File: config.mk
export PLATFORM = sky130hd
export DESIGN_NAME = addr_scan_ctrl_flat
export DESIGN_NICKNAME = d
export VERILOG_FILES = /design/src/rtl/addr_scan_ctrl_if.sv /design/src/rtl/addr_scan_ctrl.sv /design/src/flat_wrapper.sv
export SDC_FILE = /design/constraint.sdc
export NUM_CORES = 1
export LEC_CHECK = 0
export BUFFER_PORTS_ARGS = -buffer_cell sky130_fd_sc_hd__buf_2
export CAP_MARGIN = 25
export CORE_MARGIN = 8
export CORE_UTILIZATION = 45
export DETAILED_ROUTE_END_ITERATION = 10
export PLACE_DENSITY = 0.7
export SLEW_MARGIN = 20
export SYNTH_ARGS = -nofsm -noshare
export SYNTH_HDL_FRONTEND = slang
export SYNTH_SLANG_ARGS = --single-unit
File: constraint.sdc
create_clock -name clk -period 4.1 [get_ports clk]
set_input_delay 0.41 -clock clk [delete_from_list [all_inputs] [get_ports clk]]
set_output_delay 0.41 -clock clk [all_outputs]
set_load 0.005 [all_outputs]
File: src/rtl/addr_scan_ctrl_if.sv
// Bus bundle for addr_scan_ctrl: sweep configuration in, sweep address and
// pulses out. The step input exists only when ADDR_SCAN_STEP_EN is defined.
interface addr_scan_ctrl_if #(
  parameter int ADDR_W = 5,
  parameter int DIV_W  = 25
);
  logic [DIV_W-1:0]  tick_period;
  logic              pause;
  logic [1:0]        mode;
  logic [ADDR_W-1:0] lo;
  logic [ADDR_W-1:0] hi;
  logic              load;
  logic [ADDR_W-1:0] load_addr;
`ifdef ADDR_SCAN_STEP_EN
  logic              step;
`endif
  logic [ADDR_W-1:0] addr_o;
  logic              tick_o;
  logic              wrap_o;

  // Controller side: drives configuration, observes the sweep.
  modport master (
`ifdef ADDR_SCAN_STEP_EN
    output step,
`endif
    output tick_period, pause, mode, lo, hi, load, load_addr,
    input  addr_o, tick_o, wrap_o
  );

  // Sweep generator side.
  modport slave (
`ifdef ADDR_SCAN_STEP_EN
    input  step,
`endif
    input  tick_period, pause, mode, lo, hi, load, load_addr,
    output addr_o, tick_o, wrap_o
  );
endinterface

File: src/rtl/addr_scan_ctrl.sv
// addr_scan_ctrl: programmable sweep-address generator with an internal tick
// prescaler. Modes: up-wrap, down-wrap, ping-pong, hold over [lo, hi], plus
// pause and direct load. Optional single-step via macro ADDR_SCAN_STEP_EN
// (2-flop synchroniser + edge register; one advance per rising edge while
// paused).
module addr_scan_ctrl #(
  parameter int ADDR_W = 5,
  parameter int DIV_W  = 25
) (
  input logic           clk,
  input logic           rst,
  addr_scan_ctrl_if.slave bus
);

  typedef enum logic [1:0] {
    MODE_UP   = 2'b00,
    MODE_DOWN = 2'b01,
    MODE_PING = 2'b10,
    MODE_HOLD = 2'b11
  } mode_t;

  typedef enum logic {
    DIR_UP   = 1'b0,
    DIR_DOWN = 1'b1
  } dir_t;

  localparam logic [DIV_W-1:0]  CNT_ONE  = DIV_W'(1);
  localparam logic [ADDR_W-1:0] ADDR_ONE = ADDR_W'(1);

  logic [DIV_W-1:0]  cnt_r;
  logic [ADDR_W-1:0] addr_r;
  dir_t              dir_r;
  logic              tick_r;
  logic              wrap_r;

  logic [DIV_W-1:0]  cnt_nxt_s;
  logic              adv_s;
  logic              step_adv_s;
  logic [ADDR_W-1:0] addr_nxt_s;
  dir_t              dir_nxt_s;
  logic              tick_nxt_s;
  logic              wrap_nxt_s;
  mode_t             mode_s;

  assign mode_s = mode_t'(bus.mode);

`ifdef ADDR_SCAN_STEP_EN
  logic step_sync1_r;
  logic step_sync2_r;
  logic step_edge_r;

  // Bring the button level into the clock domain and keep last value for edges.
  always_ff @(posedge clk or posedge rst) begin
    if (rst) begin
      step_sync1_r <= 1'b0;
      step_sync2_r <= 1'b0;
      step_edge_r  <= 1'b0;
    end else begin
      step_sync1_r <= bus.step;
      step_sync2_r <= step_sync1_r;
      step_edge_r  <= step_sync2_r;
    end
  end

  assign step_adv_s = step_sync2_r & ~step_edge_r;
`else
  assign step_adv_s = 1'b0;
`endif

  // Prescaler: count to tick_period, then request an advance; frozen on pause.
  always_comb begin
    cnt_nxt_s = cnt_r;
    adv_s     = 1'b0;
    if (bus.pause == 1'b0) begin
      if (cnt_r >= bus.tick_period) begin
        cnt_nxt_s = '0;
        adv_s     = 1'b1;
      end else begin
        cnt_nxt_s = cnt_r + CNT_ONE;
      end
    end else begin
      // A paused sweep only moves on a synchronised step edge.
      adv_s = step_adv_s;
    end
  end

  // Next address/direction/pulses if an advance happens this cycle.
  always_comb begin
    addr_nxt_s = addr_r;
    dir_nxt_s  = dir_r;
    tick_nxt_s = 1'b1;
    wrap_nxt_s = 1'b0;
    if (mode_s == MODE_HOLD) begin
      // Hold freezes the address outright, even in odd windows.
      tick_nxt_s = 1'b0;
    end else if (bus.lo >= bus.hi) begin
      addr_nxt_s = bus.lo;
    end else if ((addr_r < bus.lo) || (addr_r > bus.hi)) begin
      // Range recovery: snap to the end the sweep would start from.
      wrap_nxt_s = 1'b1;
      if (mode_s == MODE_DOWN) begin
        addr_nxt_s = bus.hi;
      end else begin
        addr_nxt_s = bus.lo;
      end
      if (mode_s == MODE_PING) begin
        dir_nxt_s = DIR_UP;
      end else begin
        dir_nxt_s = dir_r;
      end
    end else begin
      case (mode_s)
        MODE_UP: begin
          if (addr_r == bus.hi) begin
            addr_nxt_s = bus.lo;
            wrap_nxt_s = 1'b1;
          end else begin
            addr_nxt_s = addr_r + ADDR_ONE;
          end
        end
        MODE_DOWN: begin
          if (addr_r == bus.lo) begin
            addr_nxt_s = bus.hi;
            wrap_nxt_s = 1'b1;
          end else begin
            addr_nxt_s = addr_r - ADDR_ONE;
          end
        end
        MODE_PING: begin
          // Turnaround steps away from the endpoint so it is never shown twice.
          if (dir_r == DIR_UP) begin
            if (addr_r == bus.hi) begin
              dir_nxt_s  = DIR_DOWN;
              addr_nxt_s = bus.hi - ADDR_ONE;
              wrap_nxt_s = 1'b1;
            end else begin
              addr_nxt_s = addr_r + ADDR_ONE;
            end
          end else begin
            if (addr_r == bus.lo) begin
              dir_nxt_s  = DIR_UP;
              addr_nxt_s = bus.lo + ADDR_ONE;
              wrap_nxt_s = 1'b1;
            end else begin
              addr_nxt_s = addr_r - ADDR_ONE;
            end
          end
        end
        default: begin
          tick_nxt_s = 1'b0;
        end
      endcase
    end
  end

  // Sweep state: reset, then load, then advance; pulses last a single cycle.
  always_ff @(posedge clk or posedge rst) begin
    if (rst) begin
      cnt_r  <= '0;
      addr_r <= '0;
      dir_r  <= DIR_UP;
      tick_r <= 1'b0;
      wrap_r <= 1'b0;
    end else if (bus.load) begin
      // Load wins over a coincident advance, which is simply dropped.
      cnt_r  <= '0;
      addr_r <= bus.load_addr;
      dir_r  <= DIR_UP;
      tick_r <= 1'b0;
      wrap_r <= 1'b0;
    end else begin
      cnt_r <= cnt_nxt_s;
      if (adv_s) begin
        addr_r <= addr_nxt_s;
        dir_r  <= dir_nxt_s;
        tick_r <= tick_nxt_s;
        wrap_r <= wrap_nxt_s;
      end else begin
        tick_r <= 1'b0;
        wrap_r <= 1'b0;
      end
    end
  end

  assign bus.addr_o = addr_r;
  assign bus.tick_o = tick_r;
  assign bus.wrap_o = wrap_r;

endmodule

File: src/flat_wrapper.sv
// flat-port wrapper written by rule: the top's interface ports become plain ports
module addr_scan_ctrl_flat 
#(
  parameter int ADDR_W = 5,
  parameter int DIV_W  = 25
)
  (clk, rst, bus_tick_period, bus_pause, bus_mode, bus_lo, bus_hi, bus_load, bus_load_addr, bus_addr_o, bus_tick_o, bus_wrap_o);
  addr_scan_ctrl_if #(.ADDR_W(ADDR_W), .DIV_W(DIV_W)) bus_i ();
  input logic clk;
  input logic rst;
  input wire logic [$bits(bus_i.tick_period)-1:0] bus_tick_period;
  input wire logic [$bits(bus_i.pause)-1:0] bus_pause;
  input wire logic [$bits(bus_i.mode)-1:0] bus_mode;
  input wire logic [$bits(bus_i.lo)-1:0] bus_lo;
  input wire logic [$bits(bus_i.hi)-1:0] bus_hi;
  input wire logic [$bits(bus_i.load)-1:0] bus_load;
  input wire logic [$bits(bus_i.load_addr)-1:0] bus_load_addr;
  output wire logic [$bits(bus_i.addr_o)-1:0] bus_addr_o;
  output wire logic [$bits(bus_i.tick_o)-1:0] bus_tick_o;
  output wire logic [$bits(bus_i.wrap_o)-1:0] bus_wrap_o;
  assign bus_i.tick_period = bus_tick_period;
  assign bus_i.pause = bus_pause;
  assign bus_i.mode = bus_mode;
  assign bus_i.lo = bus_lo;
  assign bus_i.hi = bus_hi;
  assign bus_i.load = bus_load;
  assign bus_i.load_addr = bus_load_addr;
  assign bus_addr_o = bus_i.addr_o;
  assign bus_tick_o = bus_i.tick_o;
  assign bus_wrap_o = bus_i.wrap_o;
  addr_scan_ctrl #(.ADDR_W(ADDR_W), .DIV_W(DIV_W)) u_core (.clk(clk), .rst(rst), .bus(bus_i));
endmodule
==> out/metrics.cfg <==
[global_route]
grt-ovfl-total=0
grt_start_max_net_pins=34
grt_pass1_wl_mm=16.66
grt_pass1_vias=3455
antenna_found_initial=0
grt_usage_pct=18.08

[clock_tree]
clock-sinks=33
clk_latency_ns=0.29
cts_setup_buffers=0
cts_tree=done
cts_resized=0
cts_hold_buffers=0
cts.clk_slew.worst_paths_ns=0.07
numCtsBuffers=5
cts-root-buf=clkbuf_8
clk_path_buf_depth=2
htreeDepth=2

[yosys]
ys_warn_count=0
ys_ff_latch=33
yosysMostFrequentCell=ha_1
synth_commonest_cells=ha_1, inv_1, nand2_1, a21oi_1, dfrtp_1
synth_edf_count=0
seq_area_frac_synth_pct=23.52
synth_area_leaders=dfrtp_1, ha_1, inv_1, a21oi_1, nand2_1
synth_area_um2=3511
synth_ff_type=dfrtp_1
syn_nets=534
synth_top_area_share_pct=23.52
synthCells=438
async_reset_ff_share_pct=100.0
synthDistinctLibCells=62
avgSynthCellArea_um2=8.016
yosys.area.top_type=dfrtp_1

[critical_path]
crit_family=compound AO/OA/AOI/OAI gates
slowest_stage=dfrtp_1
slowest_delay_ns=0.45
endpoint=u_core.cnt_r[13]$_DFFE_PP0P_
required_ns=4.30
critPathKind=reg -> reg
startpoint=u_core.cnt_r[10]$_DFFE_PP0P_
path_max_fanout=31
crit_cells=9
end_kind=flip-flop
arrival_ns=2.97
worstPathCellList=ha_1 -> a211oi_2 -> nor2_1 -> a2111oi_4 -> o21ai_2 -> a211oi_4 -> buf_4 -> a41oi_1 -> a31oi_1
critPathLaunchType=flip-flop
rr_endpoint=u_core.cnt_r[13]$_DFFE_PP0P_
reg2reg_slack_ns=1.34
crit_buf_inv=1
worstReg2RegStart=u_core.cnt_r[10]$_DFFE_PP0P_
reg2reg_depth=9

[cells_and_area]
diodes=0
layout.area.seq_um2=825.8
syn_to_final_growth_pct=12.69
fillers=758
layout-drive-gt1-share_pct=15.02
utilization_pct=51.73
fin_area_um2=3956
nets=581
multi_input_area_um2=2446

[routing]
firstDrtPassIters=4
wl_per_cell_um=16.90
first_iter_violations=238
viasPerCell=6.003
wirelength_mm=9.936
met2_length_mm=4.532
drc=0
drt-met1-wl_mm=4.550
dr_total_vias=3530
ant_nets=0
route.top_layer_used=met4
wl_met3_um=637

[timing]
max_freq_ghz=0.3618
final_max_slew_viol_count=0
tns_ns=0
tightest_slew_ns=0.7669
rsz0062_at_grt=false
hold_violations=0
slew_headroom_pct=48.40
fin_crit_sh_pct=67.42
fin_crit_ns=2.764
setup_viol=0
fin_worst_skew_ns=0.006217

[floorplanning]
io_pins=53
core.rowCount=32
dieHeight_um=104.3
core_um2=7647
die_area_um2=10880
die_w_um=104.3
initial_core_util_pct=45.91

[placed_design]
place_area_um2=3855
port-buffer-count=52
gp_congestion=1.001
dp_hpwl_mm=7.872

[pwr]
pwr-share-comb_pct=30.6
p_clk_share_pct=30.4
p_leak_nw=1.913
worst_ir_drop_vdd_mv=0.1261
p_sw_share_pct=34.19
switchingPower_uw=312.1
power_density_nw_per_um2=230.7
p_int_uw=600.5
pwr-share-seq_pct=39.0

[run_status]
status=complete, no violations

[run]
maxCapViolCount=0

[worst_hold_path]
hold_path_class=in -> async

power by group through the flow:
stage	clock network [mW]	logic [mW]	registers (mW)
finish	0.278	0.279	0.356
CTS	0.283	0.276	0.355
global route	0.300	0.311	0.358
floorplan	0	0.191	0.354
global placement	0	0.272	0.360
detailed placement	0	0.275	0.362
worst min path at each step:
| stage | start | to | slack (ns) | depth (start not counted) |
|---|---|---|---|---|
| finish | rst | u_core.cnt_r[2]$_DFFE_PP0P_ | 0.21 | 3 |
| detailed placement | u_core.cnt_r[24]$_DFFE_PP0P_ | u_core.cnt_r[24]$_DFFE_PP0P_ | 0.49 | 1 |
| CTS | rst | u_core.cnt_r[2]$_DFFE_PP0P_ | 0.23 | 3 |
| floorplan | u_core.cnt_r[24]$_DFFE_PP0P_ | u_core.cnt_r[24]$_DFFE_PP0P_ | 0.46 | 1 |
| global route | rst | u_core.bus.addr_o[0]$_DFFE_PP0P_ | 0.25 | 3 |
| global placement | u_core.cnt_r[24]$_DFFE_PP0P_ | u_core.cnt_r[24]$_DFFE_PP0P_ | 0.48 | 1 |
area by class of cell:
type	instances	share of cell area, %
Timing Repair Buffer	54	6.958
Sequential cell	33	20.87
Clock buffer	7	2.435
Multi-Input combinational cell	343	61.83
Inverter	48	4.554
Clock inverter	1	0.1265
Tap cell	102	3.226
cell usage in the layout (no fill, tap or decap), types with 4 or more instances in the layout:
| cell type | count |
|---|---|
| and3_1 | 11 |
| buf_2 | 52 |
| nand3_1 | 22 |
| nand2b_1 | 13 |
| nor3_1 | 5 |
| nor4_1 | 6 |
| nor2_1 | 18 |
| o21ai_1 | 7 |
| nand2_1 | 42 |
| nand4_1 | 7 |
| xnor2_1 | 8 |
| o21ai_0 | 17 |
| inv_1 | 48 |
| a21oi_1 | 33 |
| clkbuf_8 | 7 |
| dfrtp_1 | 33 |
| a221oi_1 | 4 |
| and4_1 | 5 |
| a31oi_1 | 19 |
| o221ai_1 | 6 |
| a21o_1 | 6 |
| ha_1 | 50 |
metrics by stage:
stage | instances | total power [mW] | hold WS [ns] | setup slack, ns
after floorplan | 438 | 0.5456 | 0.4564 | 1.583
after global placement | 580 | 0.6326 | 0.4799 | 1.311
after detailed placement | 580 | 0.6362 | 0.4855 | 1.301
after CTS | 588 | 0.9144 | 0.2304 | 1.343
after global routing | 588 | 0.9690 | 0.2501 | 1.124
final | 588 | 0.9126 | 0.2148 | 1.336
cells by family after synthesis:
| kind of cell | Yosys count | synth area share [%] |
|---|---|---|
| xor gates and xnor gates | 10 | 2.495 |
| buffers and inverters | 62 | 7.020 |
| AOI/OAI and AO/OA | 133 | 26.62 |
| and+or+nand+nor | 148 | 21.95 |
| muxes | 2 | 0.5702 |
| adders and majority gates | 50 | 17.82 |
| DFF | 33 | 23.52 |
sequential cells by signal, indices dropped and copies added (netlist names):
name	flops
u_core.cnt_r	25
u_core.dir_r	1
u_core.bus.tick_o	1
u_core.bus.wrap_o	1
u_core.bus.addr_o	5
metal layers:
layer  vias up  global-route usage, %
met5         -                      0
met4         0                  5.791
met3        20                  3.532
met2       128                  28.60
met1      1665                  24.01
li1       1717                      -
worst register-to-register path, delay by kind of cell, from the launching register on:
family / cells / cell delay [ns]
buffers and inverters: 1 / 0.39
AO/OA/AOI/OAI: 6 / 1.40
flip-flops: 1 / 0.45
AND/OR/NAND/NOR: 1 / 0.10
adder cells (fa/ha/maj): 1 / 0.35
No activity file was read; power rests on OpenSTA's default activity.
